### config.mk
export PLATFORM = sky130hd
export DESIGN_NAME = sar_search4
export DESIGN_NICKNAME = d
export VERILOG_FILES = /design/src/rtl/sar_pkg.sv /design/src/rtl/sar_mid.sv /design/src/rtl/sar_search4.sv
export SDC_FILE = /design/constraint.sdc
export NUM_CORES = 1
export LEC_CHECK = 0
export BUFFER_PORTS_ARGS = -buffer_cell sky130_fd_sc_hd__buf_2
export CELL_PAD_IN_SITES_DETAIL_PLACEMENT = 1
export CELL_PAD_IN_SITES_GLOBAL_PLACEMENT = 1
export CORE_MARGIN = 5
export CORE_UTILIZATION = 40
export CTS_BUF_LIST = sky130_fd_sc_hd__clkbuf_2
export DETAILED_ROUTE_END_ITERATION = 10
export GPL_ROUTABILITY_DRIVEN = 0
export PLACE_DENSITY = 0.85
export SYNTH_ARGS = -nofsm -noshare
export SYNTH_HDL_FRONTEND = slang
export SYNTH_SLANG_ARGS = --single-unit
### constraint.sdc
create_clock -name clk -period 6 [get_ports clk]
set_clock_uncertainty 0.1 [all_clocks]
set_input_delay 0.9 -clock clk [delete_from_list [all_inputs] [get_ports clk]]
set_output_delay 0.9 -clock clk [all_outputs]
set_load 0.03 [all_outputs]
### src/rtl/sar_pkg.sv
// sar_pkg -- shared definitions for the successive-approximation search.
//   sar_state_t : FSM state encoding (IDLE=0, DRIVE=1, SAMPLE=2, DONE=3, ERR=4)
//   PROBE_W     : width of the probe counter
package sar_pkg;

    localparam int PROBE_W = 3;

    typedef enum logic [2:0] {
        IDLE   = 3'd0,
        DRIVE  = 3'd1,
        SAMPLE = 3'd2,
        DONE   = 3'd3,
        ERR    = 3'd4
    } sar_state_t;

endpackage

### src/rtl/sar_mid.sv
// sar_mid -- midpoint of two unsigned values, (a + b) >> 1.
//   a, b : WIDTH-bit operands
//   mid  : WIDTH-bit midpoint; the sum is formed at WIDTH+1 bits so it
//          never overflows.
module sar_mid #(
    parameter int WIDTH = 4
) (
    input  logic [WIDTH-1:0] a,
    input  logic [WIDTH-1:0] b,
    output logic [WIDTH-1:0] mid
);

    logic [WIDTH:0] sum;

    always_comb begin
        sum = {1'b0, a} + {1'b0, b};
        mid = WIDTH'(sum >> 1);
    end

endmodule

### src/rtl/sar_search4.sv
// sar_search4 -- binary search of an external secret through a comparator.
//   clk     : clock, rising edge
//   rst_n   : synchronous active-low reset
//   start   : begin a search (honoured in IDLE, DONE and ERR only)
//   cmp_eq  : comparator flag, secret == guess
//   cmp_lt  : comparator flag, secret <  guess
//   cmp_gt  : comparator flag, secret >  guess
//   guess   : registered value presented to the comparator
//   result  : located value, held until the next start
//   probes  : comparisons sampled in the current/last search (saturates)
//   busy    : search in progress
//   done    : search succeeded (sticky until next start)
//   err     : search failed (sticky until next start)
// Build option: define SAR_ONEHOT_CHECK_EN to treat more than one asserted
// comparator flag as an error; otherwise flags resolve eq > lt > gt.
module sar_search4
    import sar_pkg::*;
#(
    parameter int WIDTH = 4
) (
    input  logic               clk,
    input  logic               rst_n,
    input  logic               start,
    input  logic               cmp_eq,
    input  logic               cmp_lt,
    input  logic               cmp_gt,
    output logic [WIDTH-1:0]   guess,
    output logic [WIDTH-1:0]   result,
    output logic [PROBE_W-1:0] probes,
    output logic               busy,
    output logic               done,
    output logic               err
);

    localparam logic [WIDTH-1:0] MAX_VAL = '1;

    sar_state_t         state, state_nx;
    logic [WIDTH-1:0]   lo, lo_nx;
    logic [WIDTH-1:0]   hi, hi_nx;
    logic [WIDTH-1:0]   guess_nx, result_nx;
    logic [PROBE_W-1:0] probes_nx;
    logic               busy_nx, done_nx, err_nx;

    logic [WIDTH-1:0]   guess_dec, guess_inc;
    logic [WIDTH-1:0]   mid_a, mid_b, mid;

    // The neighbours are only meaningful when they stay inside [lo, hi];
    // at the edges they fall back to guess so no wrap is ever produced.
    always_comb begin
        guess_dec = (guess != lo) ? guess - 1'b1 : guess;
        guess_inc = (guess != hi) ? guess + 1'b1 : guess;
    end

    // One shared midpoint unit: the full range on start, otherwise the
    // half selected by the comparator (lt wins over gt).
    always_comb begin
        mid_a = '0;
        mid_b = MAX_VAL;
        if (state == SAMPLE) begin
            if (cmp_lt) begin
                mid_a = lo;
                mid_b = guess_dec;
            end else begin
                mid_a = guess_inc;
                mid_b = hi;
            end
        end
    end

    sar_mid #(.WIDTH(WIDTH)) u_mid (
        .a   (mid_a),
        .b   (mid_b),
        .mid (mid)
    );

`ifdef SAR_ONEHOT_CHECK_EN
    logic multi_flag;
    always_comb begin
        multi_flag = (cmp_eq & cmp_lt) | (cmp_eq & cmp_gt) | (cmp_lt & cmp_gt);
    end
`endif

    always_comb begin
        state_nx  = state;
        lo_nx     = lo;
        hi_nx     = hi;
        guess_nx  = guess;
        result_nx = result;
        probes_nx = probes;
        busy_nx   = busy;
        done_nx   = done;
        err_nx    = err;

        case (state)
            IDLE, DONE, ERR: begin
                if (start) begin
                    lo_nx     = '0;
                    hi_nx     = MAX_VAL;
                    guess_nx  = mid;
                    probes_nx = '0;
                    done_nx   = 1'b0;
                    err_nx    = 1'b0;
                    busy_nx   = 1'b1;
                    state_nx  = DRIVE;
                end
            end

            DRIVE: begin
                state_nx = SAMPLE;
            end

            SAMPLE: begin
                probes_nx = (probes == '1) ? probes : probes + 1'b1;
`ifdef SAR_ONEHOT_CHECK_EN
                if (multi_flag) begin
                    err_nx   = 1'b1;
                    busy_nx  = 1'b0;
                    state_nx = ERR;
                end else
`endif
                if (cmp_eq) begin
                    result_nx = guess;
                    done_nx   = 1'b1;
                    busy_nx   = 1'b0;
                    state_nx  = DONE;
                end else if (cmp_lt) begin
                    if (guess == lo) begin
                        err_nx   = 1'b1;
                        busy_nx  = 1'b0;
                        state_nx = ERR;
                    end else begin
                        hi_nx    = guess_dec;
                        guess_nx = mid;
                        state_nx = DRIVE;
                    end
                end else if (cmp_gt) begin
                    if (guess == hi) begin
                        err_nx   = 1'b1;
                        busy_nx  = 1'b0;
                        state_nx = ERR;
                    end else begin
                        lo_nx    = guess_inc;
                        guess_nx = mid;
                        state_nx = DRIVE;
                    end
                end else begin
                    err_nx   = 1'b1;
                    busy_nx  = 1'b0;
                    state_nx = ERR;
                end
            end

            default: begin
                state_nx = IDLE;
            end
        endcase
    end

    always_ff @(posedge clk) begin
        if (!rst_n) begin
            state  <= IDLE;
            lo     <= '0;
            hi     <= MAX_VAL;
            guess  <= '0;
            result <= '0;
            probes <= '0;
            busy   <= 1'b0;
            done   <= 1'b0;
            err    <= 1'b0;
        end else begin
            state  <= state_nx;
            lo     <= lo_nx;
            hi     <= hi_nx;
            guess  <= guess_nx;
            result <= result_nx;
            probes <= probes_nx;
            busy   <= busy_nx;
            done   <= done_nx;
            err    <= err_nx;
        end
    end

endmodule

==> results.cfg, run 1 <==
[sta]
fmax_ghz = 0.301
rsz0062_at_grt = no
hold_violations = 0
worst_pin_slew_ns = 0.683
setup_tns_ns = 0
finalCritPeriodShare_pct = 55.4
slew_headroom_pct = 54.4
slew_viol_final = 0
fin_crit_ns = 3.33
setup_viol = 0

[global_route]
grt_pass1_wl_um = 7380
grt_max_degree = 21
antenna_found_initial = 0
grt_pass1_vias = 1487
grtUsageTotal_pct = 17.5
grt_remaining_overflow = 0

[clock_network]
cts_buffer_depth = 2
cts_sinks = 25
cts_setup_buffers = 0
cts-resized-gates = 0
cts.clk_slew.worst_paths_ns = 0.27
htree_levels = 1
clock_latency_ns = 0.39
postCtsHoldBufs = 0
cts_tree = built
clock-root-buffer = clkbuf_2
cts-buffers-inserted = 3

[worst_setup_path]
crit_arrival_ns = 3.53
cp.depth = 12
max_stage_delay_ns = 0.69
critPathRequiredTime_ns = 6.21
crit_slowest_cell = dfxtp_1
start_kind = register
worst_path_dominant_cell_family = simple AND/OR/NAND/NOR gates
crit_chain = xnor2_1, nand4_1, nand2_1, o21ai_0, and2_1, o21a_1, ha_1, nand3_1, o21ai_0, nor4_1, xor2_1, o31ai_2
critPathBufInv = 0
critical_path_class = reg -> reg
cp_common_cell = o21ai_0
cp_max_fo = 10
end_kind = register
reg2reg_depth = 12

[placed_design]
place_area_um2 = 1700
io_buffers = 19
hpwl_um = 3190

[detailed_routing]
ant_nets = 0
dr.pass1.iters = 4
routed_via_density = 5.48
routed_wirelength_um = 4220
vias = 1459
wl_per_cell_um = 15.9
drt_iter0_drc = 94
route.detailed.drc = 0

[logic_synthesis]
synth_top_cell_area_share_pct = 31.4
async_flop_share_pct = 0
seq_area_frac_synth_pct = 31.4
synth.net_count = 215
synth_top_area_cell = dfxtp_1
synth_top_flop_cell = dfxtp_1
syn_area_um2 = 1590
avgSynthCellArea_um2 = 7.92
syn-instance-count = 201
ys_warn_count = 0
synth_seq_cells = 25
synthTopCellsByArea = dfxtp_1, nand2_1, ha_1
ys_types = 38
synth_edf_count = 0

[floorplan]
ioPinCount = 20
die_x_um = 73.1
rows = 23
start_util_pct = 40.4
coreArea_um2 = 3940
die_y_um = 73.1
fp.dieArea_um2 = 5340

[layout]
final_cell_mix = nand2_1, dfxtp_1, buf_2
multiInputGateArea_um2 = 1010
area_growth_pct = 8.17
regArea_um2 = 500
final_nets = 231
fillers = 516
num_antenna_cells = 0
fin_area_um2 = 1720
drive_gt1_share_pct = 14.8
final_common_cell = nand2_1

[power]
leakage_nw = 0.735
ir_drop_uv = 151
p_per_area_nw_per_um2 = 244

[outcome]
outcome = complete, no violations

[flow_run]
maxCapViolations = 0

[worst_hold_path]
holdPathStages = 2
hp-class = reg -> reg
## synthesized netlist by cell type, types with 2 or more instances
cell,number
nor2_1,15
nor2b_1,6
buf_6,3
o21ai_1,2
clkbuf_1,4
xor2_1,6
nand3_1,3
and2_1,3
a22oi_1,8
xnor2_1,8
ha_1,7
o22ai_1,2
o21a_1,2
and3_1,6
nand2b_1,3
buf_2,2
a21oi_1,16
dfxtp_1,25
nand2_1,37
nor3_1,6
nand4_1,3
inv_1,7
a21bo_2,2
o21ai_0,9
nor4_1,3
## flip-flops by register name (all words and copies together), names as in the netlist
register	count
probes	3
err	1
guess	4
state	3
busy	1
result	4
hi	4
done	1
lo	4
## report_power, final
part | switching, mW | internal [mW]
Combinational | 0.0899 | 0.0552
Clock | 0.0607 | 0.0175
Sequential | 0.0206 | 0.176
## metal layers
layer / wire (µm) / up-vias / share of wire (%) / global-route usage (%)
li1: - / 726 / - / -
met1: 1930 / 698 / 46 / 22.6
met2: 2020 / 25 / 48 / 28.2
met3: 161 / 10 / 3.8 / 3.99
met4: 102 / 0 / 2.4 / 6.76
met5: 0 / - / 0 / 0
## worst register-to-register path, stage by stage, from the launching register on
cell and delay [ns]:
dfxtp_1 0.69, xnor2_1 0.20, nand4_1 0.37, nand2_1 0.17, o21ai_0 0.14, and2_1 0.20
o21a_1 0.21, ha_1 0.32, nand3_1 0.10, o21ai_0 0.10, nor4_1 0.37, xor2_1 0.21
o31ai_2 0.07
## area by class of cell
class                      count  area share (%)
clock buffer                   3           0.871
timing repair buffer          20            5.95
inverter                       7            1.53
tap                           50            3.63
sequential                    25            29.0
multi-input combinational    160            58.5
clock inverter                 1           0.508
## stage by stage
stage          std cells  power [mW]  hold slack [ns]  utilization (%)  setup slack, ns
4_1_cts              266       0.424            0.381             43.7             2.71
6_report             266       0.420            0.373             43.7             2.67
5_1_grt              266       0.448            0.386             43.7             2.30
3_3_place_gp         262       0.340            0.343             43.1             2.84
2_1_floorplan        201       0.315            0.344                -             2.92
3_5_place_dp         262       0.344            0.352             43.1             2.78
## kinds of logic after synthesis
| kind of cell | after synthesis | share of synthesized area (%) |
|---|---|---|
| DFF | 25 | 31.4 |
| AOI/OAI and AO/OA | 47 | 19.2 |
| adders and majority gates | 8 | 6.76 |
| and+or+nand+nor | 88 | 27.0 |
| buffers and inverters | 16 | 5.34 |
| muxes | 2 | 1.57 |
| xor gates and xnor gates | 15 | 8.72 |
## final timing paths
kind	start	end	slack [ns]
worst min register to register	result[3]$_SDFFE_PN0P_	result[3]$_SDFFE_PN0P_	0.37
worst max-delay path	guess[0]$_SDFFE_PN0P_	guess[2]$_SDFFE_PN0P_	2.67
worst min-delay path	result[3]$_SDFFE_PN0P_	result[3]$_SDFFE_PN0P_	0.37
worst max register to register	guess[0]$_SDFFE_PN0P_	guess[2]$_SDFFE_PN0P_	2.67
(Power assumes the default switching activity.)
==> inputs of run 2 (changes only) <==
--- a/config.mk
+++ b/config.mk
@@ -5,6 +5,7 @@
 export SDC_FILE = /design/constraint.sdc
 export NUM_CORES = 1
 export LEC_CHECK = 0
+export ABC_AREA = 1
 export BUFFER_PORTS_ARGS = -buffer_cell sky130_fd_sc_hd__buf_2
 export CELL_PAD_IN_SITES_DETAIL_PLACEMENT = 1
 export CELL_PAD_IN_SITES_GLOBAL_PLACEMENT = 1
@@ -13,7 +14,7 @@
 export CTS_BUF_LIST = sky130_fd_sc_hd__clkbuf_2
 export DETAILED_ROUTE_END_ITERATION = 10
 export GPL_ROUTABILITY_DRIVEN = 0
-export PLACE_DENSITY = 0.85
+export PLACE_DENSITY = 0.86
 export SYNTH_ARGS = -nofsm -noshare
 export SYNTH_HDL_FRONTEND = slang
 export SYNTH_SLANG_ARGS = --single-unit
==> constraint.sdc (replaced) <==
create_clock -name clk -period 3.45 [get_ports clk]
set_clock_uncertainty 0.1 [all_clocks]
set_input_delay 0.5175 -clock clk [delete_from_list [all_inputs] [get_ports clk]]
set_output_delay 0.5175 -clock clk [all_outputs]
set_load 0.03 [all_outputs]
==> run 2 against run 1 <==
Against the previous run: worst hold slack got worse by 0.095 ns; maximum frequency rose by 24%; synthesized area rose by 2.8%; highest routed layer unchanged; count of clock-buffer cells in the layout did not move; synthesized cell count rose by 12%; first-iteration DRC count fell by 33%; core utilization rose by 1.5 points; routed wire length rose by 6.4%; via count rose by 8.3%.
==> results.cfg, run 2 <==
[worst_setup_path]
r2r_end = guess[2]$_SDFFE_PN0P_
reg2reg_depth = 17
critPathRequiredTime_ns = 3.68
critical_path_class = reg -> reg
crit_arrival_ns = 2.90
r2r_slack_ns = 0.78
reg2reg_from = guess[0]$_SDFFE_PN0P_
end_kind = register
cp_max_fo = 8
start_kind = register

[clock_network]
postCtsHoldBufs = 0
cts.clk_slew.worst_paths_ns = 0.29
cts_buffer_depth = 2
cts-buffers-inserted = 3
cts_tree = built
clock_latency_ns = 0.40
htree_levels = 1
cts-resized-gates = 0
clock-root-buffer = clkbuf_2
cts_setup_buffers = 0
cts_sinks = 25

[logic_synthesis]
synth.net_count = 240
synth_top_flop_cell = dfxtp_1
ys_warn_count = 0
avgSynthCellArea_um2 = 7.25
synth_top_family_by_area = simple AND/OR/NAND/NOR gates
synth_seq_cells = 25
seq_area_frac_synth_pct = 30.6
syn_area_um2 = 1640
synthAdderAreaFrac_pct = 6.57
synth_top_area_cell = dfxtp_1
async_flop_share_pct = 0
synth_top_cell_area_share_pct = 30.6
synth.most_common_cell = nand2_1
yosys.area_share.xor_xnor_pct = 3.21
netlist_top_cells_count = nand2_1, inv_1, dfxtp_1
synth_edf_count = 0
syn-instance-count = 226
synth_compound_area_share_pct = 19.5
synthTopCellsByArea = dfxtp_1, nand2_1, inv_1
ys_types = 31
yosys.area_share.simple_pct = 30.1
synth.mux.area_fraction_pct = 0

[detailed_routing]
drt_iter0_drc = 63
routed_via_density = 5.32
dr.pass1.iters = 4
vias = 1580
ant_nets = 0
routed_wirelength_um = 4490
wl_per_cell_um = 15.1
route.detailed.drc = 0

[floorplan]
coreArea_um2 = 3970
rows = 23
start_util_pct = 41.2
fp.dieArea_um2 = 5470
ioPinCount = 20
die_x_um = 74.0
die_y_um = 74.0

[power]
p_int_mw = 0.693
ir_drop_uv = 308
total_power_mw = 1.53
p_seq_share_pct = 30.1
switching_share_pct = 54.7
p_sw_mw = 0.836
combPwrFrac_pct = 60.8
clkPwrFrac_pct = 9.1
p_per_area_nw_per_um2 = 852
leakage_nw = 0.842

[worst_hold_path]
holdPathStages = 4
min_to = state[2]$_SDFFE_PN0P_
hp-class = in -> reg
hp-start = start

[placed_design]
hpwl_um = 3540
place_ws_ns = 0.801
place_area_um2 = 1770
io_buffers = 19

[sta]
slew_viol_final = 0
setup_tns_ns = 0
fmax_ghz = 0.374
worst_pin_slew_ns = 0.352
rsz0062_at_grt = no
finalCritPeriodShare_pct = 77.5
hold_violations = 0
fin_crit_ns = 2.67
slew_headroom_pct = 76.5
setup_ws_ns = 0.777
setup_viol = 0

[layout]
final_nets = 262
final_cell_mix = nand2_1, inv_1, dfxtp_1
area_growth_pct = 9.63
post-route-util_pct = 45.2
final_common_cell = nand2_1
fillers = 535
fin_area_um2 = 1800
num_antenna_cells = 0
drive_gt1_share_pct = 23.5

[global_route]
grtUsageTotal_pct = 18.4
grt_pass1_vias = 1578
grt_pass1_wl_um = 7730
antenna_found_initial = 0
grt_max_degree = 17
grt_remaining_overflow = 0

[outcome]
outcome = complete, no violations

[flow_run]
maxCapViolations = 0
-- run 2: cell types whose count changed in the layout (fill, tap and decap cells not counted), moves of 6 or more --
cell	change
xnor2_1	-7
nand3_1	+10
and3_1	-6
inv_1	+19
o21ai_0	+6
nor2b_1	-6
inv_2	+10
nand2_2	+6
a22oi_1	-8
nand2_1	+6
o21ai_1	+6
-- run 2: area by class of cell --
type                    count  area, µm²  share of cell area (%)
clock buffers               3       15.0                   0.836
well taps                  50       62.6                    3.48
inverters                  37        141                    7.87
flip-flops and latches     25        500                    27.9
clock inverters             1       8.76                   0.488
multi-input cells         162        972                    54.1
repair buffers             19       95.1                    5.30
-- run 2: power groups by stage --
stage                     logic, mW  clock network (mW)  registers, mW
after detailed placement      0.926                   0          0.468
after global placement        0.906                   0          0.466
after floorplan               0.634                   0          0.538
after global routing           1.03               0.156          0.476
final                         0.930               0.139          0.460
after CTS                     0.931               0.143          0.461
-- run 2: worst max-delay path by stage --
stage | end | startpoint
after floorplan | guess[1]$_SDFFE_PN0P_ | guess[0]$_SDFFE_PN0P_
after global placement | guess[2]$_SDFFE_PN0P_ | guess[1]$_SDFFE_PN0P_
after detailed placement | guess[2]$_SDFFE_PN0P_ | guess[0]$_SDFFE_PN0P_
after CTS | guess[2]$_SDFFE_PN0P_ | guess[0]$_SDFFE_PN0P_
after global routing | guess[3]$_SDFFE_PN0P_ | guess[1]$_SDFFE_PN0P_
final | guess[2]$_SDFFE_PN0P_ | guess[0]$_SDFFE_PN0P_
-- run 2: metal layers --
metal	GRT usage [%]	share of wire [%]
met1	24.0	47
met4	6.64	1.6
met2	31.0	49
met3	2.70	2.4
met5	0	0
-- run 2: cell families (layout without fill, tap and decap cells) --
group | Yosys count | after routing
AOI/OAI and AO/OA | 54 | 54
xor gates and xnor gates | 6 | 6
adders and majority gates | 8 | 8
buffers and inverters | 39 | 60
DFF | 25 | 25
and+or+nand+nor | 94 | 94
-- run 2: per-stage QoR --
step                std cells  hold slack [ns]
finish                    297            0.278
global route              297            0.261
CTS                       297            0.267
detailed placement        293            0.362
global placement          293            0.350
floorplan                 226            0.365
-- run 2: worst max-delay path, cell delays in order (launching register included) --
cell and delay [ns]:
dfxtp_1 0.60, inv_2 0.14, nand2_1 0.08, nand2_1 0.06, nor2_2 0.15, nand2_2 0.15, nand2_1 0.08, o21ai_0 0.10
o22ai_1 0.27, inv_1 0.08, ha_1 0.28, nand2_1 0.04, inv_1 0.05, nand3_1 0.11, nand3_1 0.11, nand2_2 0.05
nor2_1 0.11, nor2_1 0.05
